--- config.mk ---
export PLATFORM = sky130hd
export DESIGN_NAME = atomic_request_unit
export DESIGN_NICKNAME = d
export VERILOG_FILES = /design/src/rtl/atomic_request_unit.sv
export SDC_FILE = /design/constraint.sdc
export NUM_CORES = 1
export LEC_CHECK = 0
export CAP_MARGIN = 20
export CORE_ASPECT_RATIO = 1.2
export CORE_MARGIN = 3
export CORE_UTILIZATION = 35
export CTS_CLUSTER_SIZE = 24
export DETAILED_ROUTE_END_ITERATION = 7
export GPL_ROUTABILITY_DRIVEN = 0
export GPL_TIMING_DRIVEN = 0
export HOLD_SLACK_MARGIN = 0.15
export PLACE_DENSITY = 0.69
export SETUP_SLACK_MARGIN = 0.1
export SYNTH_ARGS = -nofsm -noshare
export SYNTH_HDL_FRONTEND = slang
export SYNTH_SLANG_ARGS = --single-unit
--- constraint.sdc ---
create_clock -name CLK -period 5.19 [get_ports CLK]
set_input_delay 0.7785 -clock CLK [delete_from_list [all_inputs] [get_ports CLK]]
set_output_delay 0.7785 -clock CLK [all_outputs]
set_load 0.02 [all_outputs]
--- src/rtl/atomic_request_unit.sv ---
// atomic_request_unit: sequences instruction fetch and data access for the
// multicycle MIPS datapath, generates the PC/register-file enable, tracks the
// LL/SC reservation (invalidated by coherence snoops) and halts the core if a
// data access hangs longer than the watchdog allows.
module atomic_request_unit #(
   parameter int WORD_W  = 32,
   parameter int TIMEOUT = 255,
   parameter int WD_W    = 8
) (
   input  logic              CLK,
   input  logic              nRST,
   input  logic              ihit,
   input  logic              dhit,
   input  logic              cu_dREN,
   input  logic              cu_dWEN,
   input  logic              cu_datomic,
   input  logic              cu_halt,
   input  logic [WORD_W-1:0] cu_addr,
   input  logic              snoop_valid,
   input  logic [WORD_W-1:0] snoop_addr,
   output logic              iREN,
   output logic              dREN,
   output logic              dWEN,
   output logic              datomic,
   output logic              pc_en,
   output logic [WORD_W-1:0] sc_result,
   output logic              link_valid,
   output logic              cpu_halt,
   output logic              timeout_err
);

   typedef enum logic [1:0] {
      FETCH = 2'd0,
      DATA  = 2'd1,
      HALT  = 2'd2
   } state_t;

   localparam int WD_LIMIT_INT = (TIMEOUT == 0) ? 0 : TIMEOUT - 1;
   localparam logic [WD_W-1:0] WD_LIMIT = WD_LIMIT_INT[WD_W-1:0];

   state_t              state;
   logic [WORD_W-3:0]   link_addr;
   logic [WD_W-1:0]     wd_cnt;

   logic mem_op;
   logic is_ll;
   logic is_sc;
   logic addr_match;
   logic snoop_hit;
   logic sc_local_fail;
   logic unused_addr_bits;

   // Reservations are tracked per word, so the byte offset never matters.
   assign unused_addr_bits = ^{cu_addr[1:0], snoop_addr[1:0]};

   assign mem_op        = cu_dREN | cu_dWEN;
   assign is_ll         = cu_dREN & cu_datomic;
   assign is_sc         = cu_dWEN & cu_datomic;
   assign addr_match    = (link_addr == cu_addr[WORD_W-1:2]);
   assign snoop_hit     = snoop_valid & link_valid &
                          (link_addr == snoop_addr[WORD_W-1:2]);
   assign sc_local_fail = is_sc & (~link_valid | ~addr_match | snoop_hit);

   // State, reservation, watchdog and sticky status flags. A snoop hit clears
   // the reservation by default; later assignments (an LL completing) win.
   always_ff @(posedge CLK) begin
      if (!nRST) begin
         state       <= FETCH;
         link_valid  <= 1'b0;
         link_addr   <= '0;
         wd_cnt      <= '0;
         cpu_halt    <= 1'b0;
         timeout_err <= 1'b0;
      end else begin
         if (snoop_hit) begin
            link_valid <= 1'b0;
         end
         case (state)
            FETCH: begin
               if (ihit) begin
                  if (cu_halt) begin
                     state    <= HALT;
                     cpu_halt <= 1'b1;
                  end else if (mem_op && !sc_local_fail) begin
                     state  <= DATA;
                     wd_cnt <= '0;
                  end
               end
            end
            DATA: begin
               if (dhit) begin
                  state <= FETCH;
                  if (is_ll) begin
                     link_valid <= 1'b1;
                     link_addr  <= cu_addr[WORD_W-1:2];
                  end else if (is_sc) begin
                     link_valid <= 1'b0;
                  end else if (cu_dWEN && addr_match) begin
                     link_valid <= 1'b0;
                  end
               end else begin
                  wd_cnt <= wd_cnt + 1'b1;
                  if ((TIMEOUT != 0) && (wd_cnt == WD_LIMIT)) begin
                     state       <= HALT;
                     timeout_err <= 1'b1;
                     cpu_halt    <= 1'b1;
                  end
               end
            end
            HALT: begin
               cpu_halt <= 1'b1;
            end
            default: begin
               state <= FETCH;
            end
         endcase
      end
   end

   // Request and retire outputs decoded from the state and the current hits;
   // while reset is asserted only the fetch request is presented.
   always_comb begin
      iREN      = 1'b0;
      dREN      = 1'b0;
      dWEN      = 1'b0;
      datomic   = 1'b0;
      pc_en     = 1'b0;
      sc_result = '0;
      if (!nRST) begin
         iREN = 1'b1;
      end else begin
         case (state)
            FETCH: begin
               iREN = 1'b1;
               if (ihit && !cu_halt && (!mem_op || sc_local_fail)) begin
                  pc_en = 1'b1;
               end
            end
            DATA: begin
               dREN    = cu_dREN;
               dWEN    = cu_dWEN;
               datomic = cu_datomic;
               if (dhit) begin
                  pc_en = 1'b1;
                  if (is_sc) begin
                     sc_result = {{(WORD_W-1){1'b0}}, 1'b1};
                  end
               end
            end
            default: begin
               iREN = 1'b0;
            end
         endcase
      end
   end

endmodule

==> impl_summary.md <==
Status
The flow ran to the end, and the final reports show no timing, DRC or antenna violations.

Critical path
The slowest stage of the critical path belongs to the cell sky130_fd_sc_hd__a2111oi_2. The most critical setup path has its startpoint at cu_addr[5]. The largest stage delay on the critical path is 580 ps. The most repeated library cell on the critical path is sky130_fd_sc_hd__clkdlybuf4s50_1. The combined buffer and inverter count along the critical path is 2.

STA classifies the critical path startpoint as a primary input. The critical path endpoint category is a primary output. The signal on the critical path passes through clkdlybuf4s50_1 -> xor2_1 -> nor4_1 -> nand4_1 -> a2111oi_2 -> o22ai_1 -> a22oi_1 -> nor3b_1 -> clkdlybuf4s50_1.

The kind of critical path is in -> out. The gate family responsible for the most delay along the worst path is buffers and inverters. The data arrival time of the worst path is 3450 ps.

In this run the critical register-to-register path is launched from link_addr[3]$_SDFFE_PN0P_. For the worst setup path, the data required time is 4410 ps. Of all nets on the critical path, the largest fanout is 2.

STA
The number of max-slew violations in the final report is 0. The worst-case clock skew is 8.174 ps. The clock period minus final worst setup slack is 4232 ps. The total setup violations reported at the end of the flow is 0. The summed negative setup slack over all endpoints is 0 ps. On the final layout, the worst hold slack is 480.5 ps.

The final worst-path cycle share is 0.8154. The slew at the pin with the worst max-slew slack is 590.0 ps. The number of hold violations in the final report came to 0. The final critical-path setup slack is 958.0 ps.

Based on the critical path, the design can be clocked at up to 236.3 MHz. Setup repair after global routing left no endpoint under its margin. The worst-case headroom to the max-slew limit is 0.6067.

Pwr
Overall power consumption after layout is estimated at 698.1 µW. In this run the static leakage power is 0.001483 µW. The worst vdd rail ir drop is 0.0001078 V. The power per standard cell area is 181.0 nW/µm².

Global route
The first global-routing pass estimated 11,700 µm of wire. Entering global routing, the biggest net connects 13 pins. The overflow left after global routing is 0.

The via count of the first global-routing pass is 2,516. The number of antenna violations at the first check in global routing came to 0. For this run, the total global-route usage over all layers was measured as 0.1611.

Drt
The initial detailed-routing violation count is 61. The average via count per standard cell is 4.712. The routed length per placed instance is 13.78 µm. For this block, the via count after detailed routing is 2,582.

Summed over all layers, the routed wires come to 7552 µm. The antenna violation net count after detailed routing is 0. For this run, design rule violations remaining after detail routing come to 0. The first detailed-routing pass took 5 iterations.

Finish
The number of antenna diodes in the final layout is 0. The finished layout holds 548 standard cells, fillers aside. In the final layout, the share of cells above drive strength 1 is 0.09389. After filler insertion, the fill cell instance count of the layout stands at 731. The number of nets in the finished design is 532.

From synthesis to final layout, the design area changed by 38.75%.

Clocking
The hold buffer count at CTS is 0. The TritonCTS clock tree is built. CTS saw 43 sinks. The largest buffer count on any clock path is 2. Buffers inserted during clock tree synthesis total 5. In this run the post-CTS setup repair buffer count came out at 0. The later pin in the worst-skew pair is clocked with a latency of 290 ps. The root buffer selected by CTS is sky130_fd_sc_hd__clkbuf_8.

The H-tree generated during clock tree synthesis spans 2 levels. The number of gates resized after CTS was 0. The clock-pin slew of the registers on the worst-case setup and hold paths is 70 ps.

Logic synthesis
The post-synthesis cell count is 343. The area fraction in compound gates after synthesis is 0.1512. By area the synthesized netlist is led by sky130_fd_sc_hd__dfxtp_1, sky130_fd_sc_hd__xor2_1, sky130_fd_sc_hd__nand2_1.

Counting flops with a built-in enable in the synthesized netlist gives 0. The number of warnings reported in the yosys synthesis log is 0. In this run, synthesis produced a sequential element count of 43.

Of the post-synthesis cell area, the dominant cell type holds 0.3096. Summing every instance area after synthesis gives 2780 µm². The biggest area contributor in the post-synthesis netlist is sky130_fd_sc_hd__dfxtp_1.

The share of the Yosys chip area taken by registers is 0.3096. For this run, asynchronously set or reset flops after synthesis account for 0. The number of library cell types mapped by synthesis is 37. The adder and majority gate portion of the synthesized area is 0.009001.

In the synthesized netlist the dominant register cell turns out to be sky130_fd_sc_hd__dfxtp_1. The fraction of synthesized cell area in xor and xnor cells is 0.1890. The fraction of synthesized area in multiplexers is 0. By area, the combinational part of the netlist is dominated by simple AND/OR/NAND/NOR gates. The synthesized area divided by synthesized cell count is 8.105 µm². The simple-gate portion of the synthesized area is 0.2358.

Flow run
Across the run, the number of max-cap violations was 0.

Floorplanning
In this run the core area contains 34 standard-cell rows. The core area is 7487 µm². The initial cell density of the core is 0.3713. Measured along the y axis, the die boundary spans 103.6 µm. The die span in x is 87.36 µm. During I/O placement, the number of pins put on the boundary was 113.

The die area is 9053 µm².

Min path
The min-delay analysis places its worst path in the category reg -> reg. The start point of the worst hold path is timeout_err$_SDFFE_PN0P_.

Placed design
The port buffer count is 77. After detailed placement, the design holds a cell count of 540. The HPWL after detailed placement is 5906 µm. The placement-stage worst setup slack is 893.3 ps.
path summary, 6_finish.rpt:
kind	cells after the start	endpoint	slack, ps
setup reg to reg	7	wd_cnt[7]$_SDFFE_PN0P_	2640
hold reg to reg	1	timeout_err$_SDFFE_PN0P_	480
hold / removal	1	timeout_err$_SDFFE_PN0P_	480
setup / recovery	9	pc_en	960
stage by stage:
step / area, µm² / util
finish: 3857 / 0.5152
global route: 3857 / 0.5152
CTS: 3857 / 0.5152
detailed placement: 3776 / 0.5043
global placement: 3776 / 0.5043
floorplan: 2893 / -
worst reg2reg max path, delay by kind of cell, from the launching register on:
kind             cells  cell delay (ps)
AO/OA/AOI/OAI        2              840
AND/OR/NAND/NOR      4             1080
flip-flops           1              340
XOR/XNOR             1              170
cells in the mapped netlist (2+ instances only):
| library cell | instances |
|---|---|
| sky130_fd_sc_hd__nand2b_1 | 4 |
| sky130_fd_sc_hd__buf_4 | 31 |
| sky130_fd_sc_hd__nand4_1 | 9 |
| sky130_fd_sc_hd__a31oi_1 | 5 |
| sky130_fd_sc_hd__xnor2_1 | 27 |
| sky130_fd_sc_hd__nor2_1 | 10 |
| sky130_fd_sc_hd__o21a_1 | 3 |
| sky130_fd_sc_hd__or2_2 | 2 |
| sky130_fd_sc_hd__ha_1 | 2 |
| sky130_fd_sc_hd__a21oi_1 | 6 |
| sky130_fd_sc_hd__clkbuf_1 | 14 |
| sky130_fd_sc_hd__nor3_1 | 5 |
| sky130_fd_sc_hd__dfxtp_1 | 43 |
| sky130_fd_sc_hd__nand2_1 | 69 |
| sky130_fd_sc_hd__nand3_1 | 8 |
| sky130_fd_sc_hd__o21ai_0 | 4 |
| sky130_fd_sc_hd__o22ai_1 | 3 |
| sky130_fd_sc_hd__a21boi_0 | 32 |
| sky130_fd_sc_hd__nor4_1 | 8 |
| sky130_fd_sc_hd__nor2b_1 | 5 |
| sky130_fd_sc_hd__xor2_1 | 33 |
| sky130_fd_sc_hd__and3_1 | 5 |
per-layer routing:
metal | GRT usage | part of all wire
met2 | 0.2845 | 0.50
met3 | 0.03415 | 0.062
met4 | 0.05263 | 0.011
met5 | 0 | 0
met1 | 0.1887 | 0.43
registers in the layout, indices dropped and copies added, names as in the netlist:
name         cells
link_addr       30
wd_cnt           8
state            2
cpu_halt         1
link_valid       1
timeout_err      1
logic make-up (layout without fill, tap and decap cells):
logic type / Yosys count / in the layout
other: 1 / 31
XOR/XNOR: 60 / 60
AO/OA/AOI/OAI: 57 / 57
flip-flops: 43 / 43
AND/OR/NAND/NOR: 134 / 134
buffers and inverters: 46 / 131
adder cells (fa/ha/maj): 2 / 2
area by class of cell:
type                       instances  area [µm²]  share of cell area
inverter                           1       3.754           0.0009731
buffer                            45       285.3             0.07395
clock inverter                     1       5.005            0.001297
sequential                        43       860.8              0.2232
tap                               90       112.6             0.02919
clock buffer                       7       76.32             0.01979
timing repair buffer              77       770.7              0.1998
multi-input combinational        284        1743              0.4518
power by group:
| part | internal (µW) | switching [µW] | leakage [µW] |
|---|---|---|---|
| clock network | 94.6 | 110 | 0.0000422 |
| logic | 87.9 | 69.3 | 0.00109 |
| registers | 333 | 3.12 | 0.000347 |
cells in the final DEF, fill, tap and decap left out, types with 2 or more instances in the layout:
master | Yosys | layout
sky130_fd_sc_hd__o22ai_1 | 3 | 3
sky130_fd_sc_hd__nor4_1 | 8 | 8
sky130_fd_sc_hd__ha_1 | 2 | 2
sky130_fd_sc_hd__xnor2_1 | 27 | 27
sky130_fd_sc_hd__o21a_1 | 3 | 3
sky130_fd_sc_hd__nand3_1 | 8 | 8
sky130_fd_sc_hd__o21ai_0 | 4 | 4
sky130_fd_sc_hd__nor2_1 | 10 | 10
sky130_fd_sc_hd__nand2_1 | 69 | 69
sky130_fd_sc_hd__clkbuf_8 | 0 | 5
sky130_fd_sc_hd__clkdlybuf4s50_1 | 0 | 77
sky130_fd_sc_hd__and3_1 | 5 | 5
sky130_fd_sc_hd__xor2_1 | 33 | 33
sky130_fd_sc_hd__nor3_1 | 5 | 5
sky130_fd_sc_hd__clkbuf_1 | 14 | 16
sky130_fd_sc_hd__a21oi_1 | 6 | 6
sky130_fd_sc_hd__dfxtp_1 | 43 | 43
sky130_fd_sc_hd__a31oi_1 | 5 | 5
sky130_fd_sc_hd__nand2b_1 | 4 | 4
sky130_fd_sc_hd__conb_1 | 1 | 31
sky130_fd_sc_hd__nor2b_1 | 5 | 5
sky130_fd_sc_hd__nand4_1 | 9 | 9
sky130_fd_sc_hd__buf_4 | 31 | 31
sky130_fd_sc_hd__or2_2 | 2 | 2
sky130_fd_sc_hd__a21boi_0 | 32 | 32
No activity file was read; power rests on OpenSTA's default activity.
